### src/rtl/projeto_sem_bcd.sv
// ----------------------------------------------------------------------------
// projeto_sem_bcd
//
// Price-computing core of the retail scale. It takes a net weight in grams
// and a unit price in cents per kg. It produces the binary display fields
// that feed the display encoder. This core has no BCD conversion stage.
//
// Pipeline (two register stages; throughput of one sample per cycle):
//   stage 0 : both inputs are clamped to IN_MAX (combinational)
//   stage 1 : registers the clamped weight w, the clamped price c and the
//             exact product P = w*c
//   stage 2 : registers all six output fields, derived by constant
//             division and modulo
//
// Ports:
//   clk                          in   1     system clock, rising edge
//   rst                          in   1     asynchronous reset, active-high
//   weightInGrams                in   W_IN  net weight in grams
//   centimos                     in   W_IN  unit price in cents per kg
//   Peso_Final_unidades          out  W_IN  weight, whole kg
//   Peso_Final_decimal           out  W_IN  weight, remaining grams (0..999)
//   Preco_Por_Kg_Parte_Inteira   out  W_IN  unit price, whole euros
//   Preco_Por_Kg_Parte_Decimal   out  W_IN  unit price, cents (0..99)
//   Preco_Parte_Inteira          out  W_IN  total price, whole euros
//   Preco_Parte_Decimal          out  W_IN  total price, cents (0..99)
//
// Build option:
//   ROUND_HALF_UP_EN  defined   : total cents T = (P + 500) / 1000
//                     undefined : total cents T = P / 1000 (truncation)
// ----------------------------------------------------------------------------
module projeto_sem_bcd #(
    parameter int unsigned W_IN   = 14,
    parameter int unsigned IN_MAX = 9999
) (
    input  logic            clk,
    input  logic            rst,
    input  logic [W_IN-1:0] weightInGrams,
    input  logic [W_IN-1:0] centimos,
    output logic [W_IN-1:0] Peso_Final_unidades,
    output logic [W_IN-1:0] Peso_Final_decimal,
    output logic [W_IN-1:0] Preco_Por_Kg_Parte_Inteira,
    output logic [W_IN-1:0] Preco_Por_Kg_Parte_Decimal,
    output logic [W_IN-1:0] Preco_Parte_Inteira,
    output logic [W_IN-1:0] Preco_Parte_Decimal
);

    // Product width: exact for two W_IN-bit operands.
    localparam int unsigned PW = 2 * W_IN;

    localparam logic [W_IN-1:0] SAT_MAX      = W_IN'(IN_MAX);
    localparam logic [W_IN-1:0] GRAMS_PER_KG = W_IN'(1000);
    localparam logic [W_IN-1:0] CENTS_PER_EU = W_IN'(100);
    localparam logic [PW-1:0]   P_DIV        = PW'(1000);
    localparam logic [PW-1:0]   P_HALF       = PW'(500);
    localparam logic [PW-1:0]   T_DIV        = PW'(100);

    // ------------------------------------------------------------------
    // Stage 0: input saturation
    // ------------------------------------------------------------------
    logic [W_IN-1:0] w_sat;
    logic [W_IN-1:0] c_sat;

    always_comb begin
        w_sat = weightInGrams;
        c_sat = centimos;
        if (weightInGrams > SAT_MAX) begin
            w_sat = SAT_MAX;
        end
        if (centimos > SAT_MAX) begin
            c_sat = SAT_MAX;
        end
    end

    // ------------------------------------------------------------------
    // Stage 1: register the clamped operands and their exact product
    // ------------------------------------------------------------------
    logic [W_IN-1:0] w_q, w_d;
    logic [W_IN-1:0] c_q, c_d;
    logic [PW-1:0]   p_q, p_d;

    always_comb begin
        w_d = w_sat;
        c_d = c_sat;
        p_d = PW'(w_sat) * PW'(c_sat);
    end

    always_ff @(posedge clk or posedge rst) begin
        if (rst) begin
            w_q <= '0;
            c_q <= '0;
            p_q <= '0;
        end else begin
            w_q <= w_d;
            c_q <= c_d;
            p_q <= p_d;
        end
    end

    // ------------------------------------------------------------------
    // Stage 2: constant division / modulo into display fields
    // ------------------------------------------------------------------
    logic [PW-1:0] t_cents;

    always_comb begin
`ifdef ROUND_HALF_UP_EN
        // The clamped inputs bound P + 500 to about 1e8, so the sum
        // cannot wrap in PW bits.
        t_cents = (p_q + P_HALF) / P_DIV;
`else
        t_cents = p_q / P_DIV;
`endif
    end

    logic [W_IN-1:0] kg_d, g_d, eur_kg_d, cnt_kg_d, eur_d, cnt_d;

    // The clamp limits T to 99980, so both quotient and remainder by 100
    // fit in W_IN bits. The narrowing casts drop only zero bits.
    always_comb begin
        kg_d     = w_q / GRAMS_PER_KG;
        g_d      = w_q % GRAMS_PER_KG;
        eur_kg_d = c_q / CENTS_PER_EU;
        cnt_kg_d = c_q % CENTS_PER_EU;
        eur_d    = W_IN'(t_cents / T_DIV);
        cnt_d    = W_IN'(t_cents % T_DIV);
    end

    logic [W_IN-1:0] kg_q, g_q, eur_kg_q, cnt_kg_q, eur_q, cnt_q;

    always_ff @(posedge clk or posedge rst) begin
        if (rst) begin
            kg_q     <= '0;
            g_q      <= '0;
            eur_kg_q <= '0;
            cnt_kg_q <= '0;
            eur_q    <= '0;
            cnt_q    <= '0;
        end else begin
            kg_q     <= kg_d;
            g_q      <= g_d;
            eur_kg_q <= eur_kg_d;
            cnt_kg_q <= cnt_kg_d;
            eur_q    <= eur_d;
            cnt_q    <= cnt_d;
        end
    end

    assign Peso_Final_unidades        = kg_q;
    assign Peso_Final_decimal         = g_q;
    assign Preco_Por_Kg_Parte_Inteira = eur_kg_q;
    assign Preco_Por_Kg_Parte_Decimal = cnt_kg_q;
    assign Preco_Parte_Inteira        = eur_q;
    assign Preco_Parte_Decimal        = cnt_q;

endmodule

### config.mk
export PLATFORM = sky130hd
export DESIGN_NAME = projeto_sem_bcd
export DESIGN_NICKNAME = d
export VERILOG_FILES = /design/src/rtl/projeto_sem_bcd.sv
export SDC_FILE = /design/constraint.sdc
export NUM_CORES = 1
export LEC_CHECK = 0
export ABC_CLOCK_PERIOD_IN_PS = 12000
export BUFFER_PORTS_ARGS = -buffer_cell sky130_fd_sc_hd__buf_2
export CORE_ASPECT_RATIO = 0.7
export CORE_MARGIN = 3
export CORE_UTILIZATION = 48
export CTS_CLUSTER_DIAMETER = 100
export DETAILED_ROUTE_END_ITERATION = 8
export PLACE_DENSITY = 0.65
export REMOVE_ABC_BUFFERS = 1
export SYNTH_ARGS = -nofsm -noshare
export SYNTH_HDL_FRONTEND = slang
export SYNTH_SLANG_ARGS = --single-unit
### constraint.sdc
create_clock -name clk -period 12 [get_ports clk]
set_input_delay 0.6 -clock clk [delete_from_list [all_inputs] [get_ports clk]]
set_output_delay 0.6 -clock clk [all_outputs]
set_load 0.01 [all_outputs]
==> results of run 1 <==
==> timing repair <==
action                     4_1_cts  5_1_grt
setup endpoints to repair       15       16
buffers inserted                68       30
pin swaps                      102       95
hold endpoints to repair         0        0
gates resized for setup        190      108
hold buffers                     0        0
cloned                           0        1
==> state kept, by name (all words and copies together) (netlist names) <==
| name | flops |
|---|---|
| p_q | 25 |
| Peso_Final_decimal | 14 |
| Preco_Parte_Decimal | 14 |
| Preco_Por_Kg_Parte_Decimal | 14 |
| c_q | 14 |
| w_q | 14 |
| Preco_Parte_Inteira | 13 |
| Preco_Por_Kg_Parte_Inteira | 8 |
| Peso_Final_unidades | 5 |
==> Yosys cell counts (10+ instances only) <==
master	number
inv_1	220
o211ai_1	18
fa_1	141
maj3_1	18
o21a_1	19
a211o_1	14
o21bai_1	23
nor3_1	38
nand4_1	16
buf_4	23
nand2_1	264
nor2_1	191
or2_2	13
dfrtp_1	121
a31oi_1	21
mux2i_1	26
nand2b_1	21
o31ai_1	14
or4_1	10
xor2_1	25
nor4_1	21
ha_1	94
and2_1	32
buf_2	15
o31a_1	12
nand3_1	59
nor2b_1	10
a22oi_1	10
o21ai_0	96
or3_1	18
mux2_2	15
a21o_1	26
a21oi_1	120
xnor2_1	77
a211oi_1	18
clkbuf_1	63
and3_1	19
o22ai_1	12
==> worst max-delay path by stage <==
stage,depth (start not counted),endpoint,slack [ns]
floorplan,48,Preco_Parte_Decimal[10]$_DFF_PP0_,-1.98
global placement,54,Preco_Parte_Decimal[10]$_DFF_PP0_,-0.98
detailed placement,51,Preco_Parte_Decimal[9]$_DFF_PP0_,-1.43
CTS,49,Preco_Parte_Decimal[4]$_DFF_PP0_,-0.52
global route,61,Preco_Parte_Decimal[5]$_DFF_PP0_,-1.37
finish,55,Preco_Parte_Decimal[13]$_DFF_PP0_,-0.93
==> per-layer routing <==
layer	vias up	track usage, %	share of wire, %
met2	826	45.2	46
met1	9251	39.9	44
met4	0	7.72	2.2
li1	8879	-	-
met5	-	0	0
met3	112	4.83	7.9
==> final cells by class <==
| cell class | count | share of cell area [%] |
|---|---|---|
| Inverter | 229 | 3.46 |
| Clock buffer | 19 | 1.80 |
| Tap cell | 480 | 2.39 |
| Clock inverter | 13 | 0.762 |
| Antenna cell | 4 | 0.0398 |
| Multi-Input combinational cell | 1770 | 60.2 |
| Sequential cell | 121 | 12.1 |
| Timing Repair Buffer | 657 | 19.3 |
==> placed cells by master (no fill, tap or decap), types with 11 or more instances in the layout <==
master       n
o21bai_1    23
nand3_1     51
buf_4      528
a21oi_2     15
o211ai_1    18
o21a_1      15
nor3_1      28
o31a_1      12
buf_6       27
mux2i_1     20
dfrtp_1    118
maj3_1      16
a21oi_1    105
a211o_1     12
nor4_1      13
ha_1        94
xor2_1      22
fa_1       141
o21ai_0     88
or3_1       13
xnor2_1     72
nand2b_1    19
buf_2       97
inv_1      219
nand2_1    256
mux2_2      16
nand4_1     16
o31ai_1     11
clkbuf_16   17
a21o_1      22
and3_1      16
nor2_1     186
or2_2       11
and2_1      26
a31oi_1     13
conb_1      28
==> worst max-delay path: cells and delay by family (launching register included) <==
| family | cells | cell delay [ns] |
|---|---|---|
| xor+xnor | 3 | 0.47 |
| compound gates | 24 | 4.85 |
| mux | 1 | 0.19 |
| flops | 1 | 0.39 |
| simple gates | 18 | 5.52 |
| buf+inv | 9 | 1.38 |
==> stage by stage <==
| stage | instance area (µm²) | hold slack (ns) | util, % |
|---|---|---|---|
| floorplan | 17600 | 0.331 | - |
| global placement | 22100 | 0.338 | 60.7 |
| detailed placement | 22100 | 0.336 | 60.7 |
| CTS | 24300 | 0.268 | 66.5 |
| global route | 25100 | 0.291 | 68.9 |
| finish | 25100 | 0.252 | 68.9 |
==> cells by family after synthesis <==
family	count (synthesis)	share of synthesized area, %
AO/OA/AOI/OAI	570	23.0
flip-flops	121	16.8
other	1	0.0208
buffers and inverters	343	8.06
XOR/XNOR	109	5.64
multiplexers	47	2.87
AND/OR/NAND/NOR	760	20.3
adder cells (fa/ha/maj)	255	23.3
==> impl_metrics.json, run 1 <==
{
  "status": "complete, but fails checks",
  "violations": "negative setup slack",
  "root_buffer": "clkbuf_16",
  "core_um2": 36500,
  "yosys_warnings": 0,
  "period_share_pct": 108,
  "nets": 3061,
  "drc": 0,
  "placed_cells": 3161,
  "initial_core_util_pct": 49.5,
  "cts_max_path_buffers": 2,
  "wl_um": 58900,
  "first_iter_violations": 1620,
  "vias": 19100,
  "synthTopCellsByArea": "dfrtp_1 17%, fa_1 16%, ha_1 6.5%",
  "cpMostUsedCell": "buf_4",
  "grt_antenna_before_repair": 4,
  "crit_arrival_ns": 13.25,
  "setup_slack_ns": -0.931,
  "layout_min_cycle_time_ns": 12.93,
  "crit_start": "p_q[25]$_DFF_PP0_",
  "synth_seq_cells": 121,
  "cts_sinks": 121,
  "final.setup.tns_ns": -11.95,
  "yosys.area.top_type": "dfrtp_1",
  "rsz0062_at_grt": "true",
  "die-area_um2": 40000,
  "ant_nets": 0,
  "synth.top_cell.area_share_pct": 16.8,
  "slew_headroom_pct": 29.7,
  "hold_class": "in -> async",
  "reg2reg_from": "p_q[25]$_DFF_PP0_",
  "worstSetupPathType": "reg -> reg",
  "area_growth_pct": 39.2,
  "slowest_stage": "or4_4",
  "syn_area_um2": 18100,
  "die_h_um": 168,
  "grt_pass1_vias": 18900,
  "tightest_slew_ns": 1.05,
  "grtUsageTotal_pct": 28.3,
  "die_x_um": 238,
  "gr-total-overflow": 0,
  "slew_violations": 0,
  "r2r-end": "Preco_Parte_Decimal[13]$_DFF_PP0_",
  "r2r_cells": 55,
  "dp_slack_ns": -1.43,
  "max_clock_freq_mhz": 77.3,
  "ys_seq_area_share_pct": 16.8,
  "cts_htree_levels": 4,
  "hpwlAfterDp_um": 41900,
  "place_congestion": 0.925,
  "start_kind": "flip-flop",
  "synth_edf_count": 0,
  "r2r_setup_slack_ns": -0.93,
  "cts_tree": "done",
  "async_flop_share_pct": 100,
  "synthCells": 2206,
  "top_level_ports": 114,
  "finalHoldViolations": 0,
  "max_stage_delay_ns": 0.58,
  "rows": 58,
  "cp.required_ns": 12.32,
  "wl_per_cell_um": 17.9,
  "setup_viol": 14,
  "synth.avg_cell_area_um2": 8.18,
  "synth_cell_types": 131,
  "grt_max_degree": 62,
  "multi_input_area_um2": 15100,
  "fillers": 2777,
  "drive_above_1_share_pct": 35.0,
  "grt_pass1_wl_um": 93900,
  "crit_path_max_fanout": 8,
  "cap_viol_max_count": 0,
  "synth_ff_type": "dfrtp_1",
  "numCtsBuffers": 17,
  "clk_pin_slew_ns": 0.07,
  "skew_ns": 0.0153,
  "drtPass1Iterations": 5,
  "endpoint_kind": "flip-flop",
  "layoutNonFillerInstCount": 3293,
  "seqCellArea_um2": 3030,
  "io_buffers": 97,
  "vias_per_cell": 5.79,
  "insertion_delay_ns": 0.45
}
Power of run 1 is not shown: default switching activity piles up to over one toggle a cycle in this logic, so the estimate is an artifact.
==> run 2, diff against run 1 <==
TNS_END_PERCENT = 20   (was unset)
==> impl_metrics.json, run 2 (synthesis gave the netlist of run 1 again) <==
{
  "hold_class": "in -> async",
  "die_x_um": 238,
  "status": "complete, but fails checks",
  "io_buffers": 97,
  "start_kind": "flip-flop",
  "finalHoldViolations": 0,
  "cts_htree_levels": 4,
  "ctsHoldBuffers": 0,
  "skew_ns": 0.0149,
  "wl_um": 58800,
  "endpoint_kind": "flip-flop",
  "setup_slack_ns": -0.899,
  "vias_per_cell": 5.78,
  "max_stage_delay_ns": 0.58,
  "hpwlAfterDp_um": 41900,
  "crit_arrival_ns": 13.26,
  "final_common_cell": "buf_4",
  "grt_pass1_vias": 18900,
  "drtPass1Iterations": 6,
  "layout_common_cells": "527 x buf_4, 257 x nand2_1, 219 x inv_1",
  "seqCellArea_um2": 3030,
  "worstSetupPathType": "reg -> reg",
  "multi_input_area_um2": 15100,
  "rows": 58,
  "gr-total-overflow": 0,
  "hold_slack_ns": 0.252,
  "core_um2": 36500,
  "die_h_um": 168,
  "period_share_pct": 107,
  "slew_headroom_pct": 28.2,
  "first_iter_violations": 1580,
  "drc": 0,
  "place_congestion": 0.925,
  "cts_tree": "done",
  "slowest_stage": "or4_4",
  "top_level_ports": 114,
  "fillers": 2781,
  "largest-register": "p_q",
  "setup_viol": 14,
  "tightest_slew_ns": 1.07,
  "drive_above_1_share_pct": 34.8,
  "max_clock_freq_mhz": 77.5,
  "cpMostUsedCell": "buf_4",
  "grt_pass1_wl_um": 93900,
  "rsz0062_at_grt": "true",
  "root_buffer": "clkbuf_16",
  "r2r_setup_slack_ns": -0.90,
  "cap_viol_max_count": 0,
  "largest_reg_flops": 25,
  "numCtsBuffers": 17,
  "clk_pin_slew_ns": 0.07,
  "nets": 3059,
  "violations": "negative setup slack",
  "wl_per_cell_um": 17.9,
  "initial_core_util_pct": 49.5,
  "slew_violations": 0,
  "ant_nets": 0,
  "grt_antenna_before_repair": 4,
  "layout_min_cycle_time_ns": 12.90,
  "die-area_um2": 40000,
  "vias": 19000,
  "crit_path_max_fanout": 8,
  "dp_slack_ns": -1.43,
  "area_growth_pct": 39.0,
  "cp.required_ns": 12.36,
  "grtUsageTotal_pct": 28.3,
  "insertion_delay_ns": 0.45,
  "cts_max_path_buffers": 2,
  "cts_sinks": 121,
  "grt_max_degree": 62
}
[run 2: metrics by stage]
step           std cells  TNS, ns  utilization, %  instance area (µm²)
3_3_place_gp        3161   -12.19            60.7                22100
2_1_floorplan       2119   -27.30               -                17600
4_1_cts             3258    -5.48            66.5                24300
5_1_grt             3291   -17.99            68.8                25100
3_5_place_dp        3161   -18.23            60.7                22100
6_report            3291   -11.35            68.8                25100
[run 2: path summary, 6_finish.rpt]
kind                                         from                               end  depth (start not counted)
worst max-delay path            p_q[25]$_DFF_PP0_  Preco_Parte_Decimal[5]$_DFF_PP0_                         55
worst min-delay path                          rst  Preco_Parte_Decimal[9]$_DFF_PP0_                          2
worst max register to register  p_q[25]$_DFF_PP0_  Preco_Parte_Decimal[5]$_DFF_PP0_                         55
worst min register to register   w_q[1]$_DFF_PP0_   Peso_Final_decimal[1]$_DFF_PP0_                          0
max in group asynchronous                     rst   Peso_Final_decimal[4]$_DFF_PP0_                          3
min in group clk                 w_q[1]$_DFF_PP0_   Peso_Final_decimal[1]$_DFF_PP0_                          0
[run 2: repair_timing]
| action | in CTS | in global routing |
|---|---|---|
| resized for setup | 188 | 106 |
| pin swaps | 99 | 90 |
| setup buffers | 68 | 28 |
| endpoints found under the setup margin | 15 | 16 |
| cloned | 0 | 1 |
[run 2: layer usage]
metal,share of wire (%),track usage [%]
met3,8.0,4.81
met2,46,45.3
met1,44,39.9
met4,2.3,7.61
met5,0,0
[run 2: area by class of cell]
type / count / share of cell area [%]
Clock buffer: 19 / 1.80
Multi-Input combinational cell: 1770 / 60.2
Tap cell: 480 / 2.39
Antenna cell: 4 / 0.0399
Clock inverter: 13 / 0.763
Sequential cell: 121 / 12.1
Timing Repair Buffer: 655 / 19.2
Inverter: 229 / 3.46
[run 2: worst max-delay path, delay by kind of cell, from the launching register on]
family	cells	cell delay, ns
buffers and inverters	9	1.27
and+or+nand+nor	17	5.47
AOI/OAI and AO/OA	25	5.07
DFF	1	0.39
xor gates and xnor gates	4	0.61
Power of run 2 is left out for the same reason.
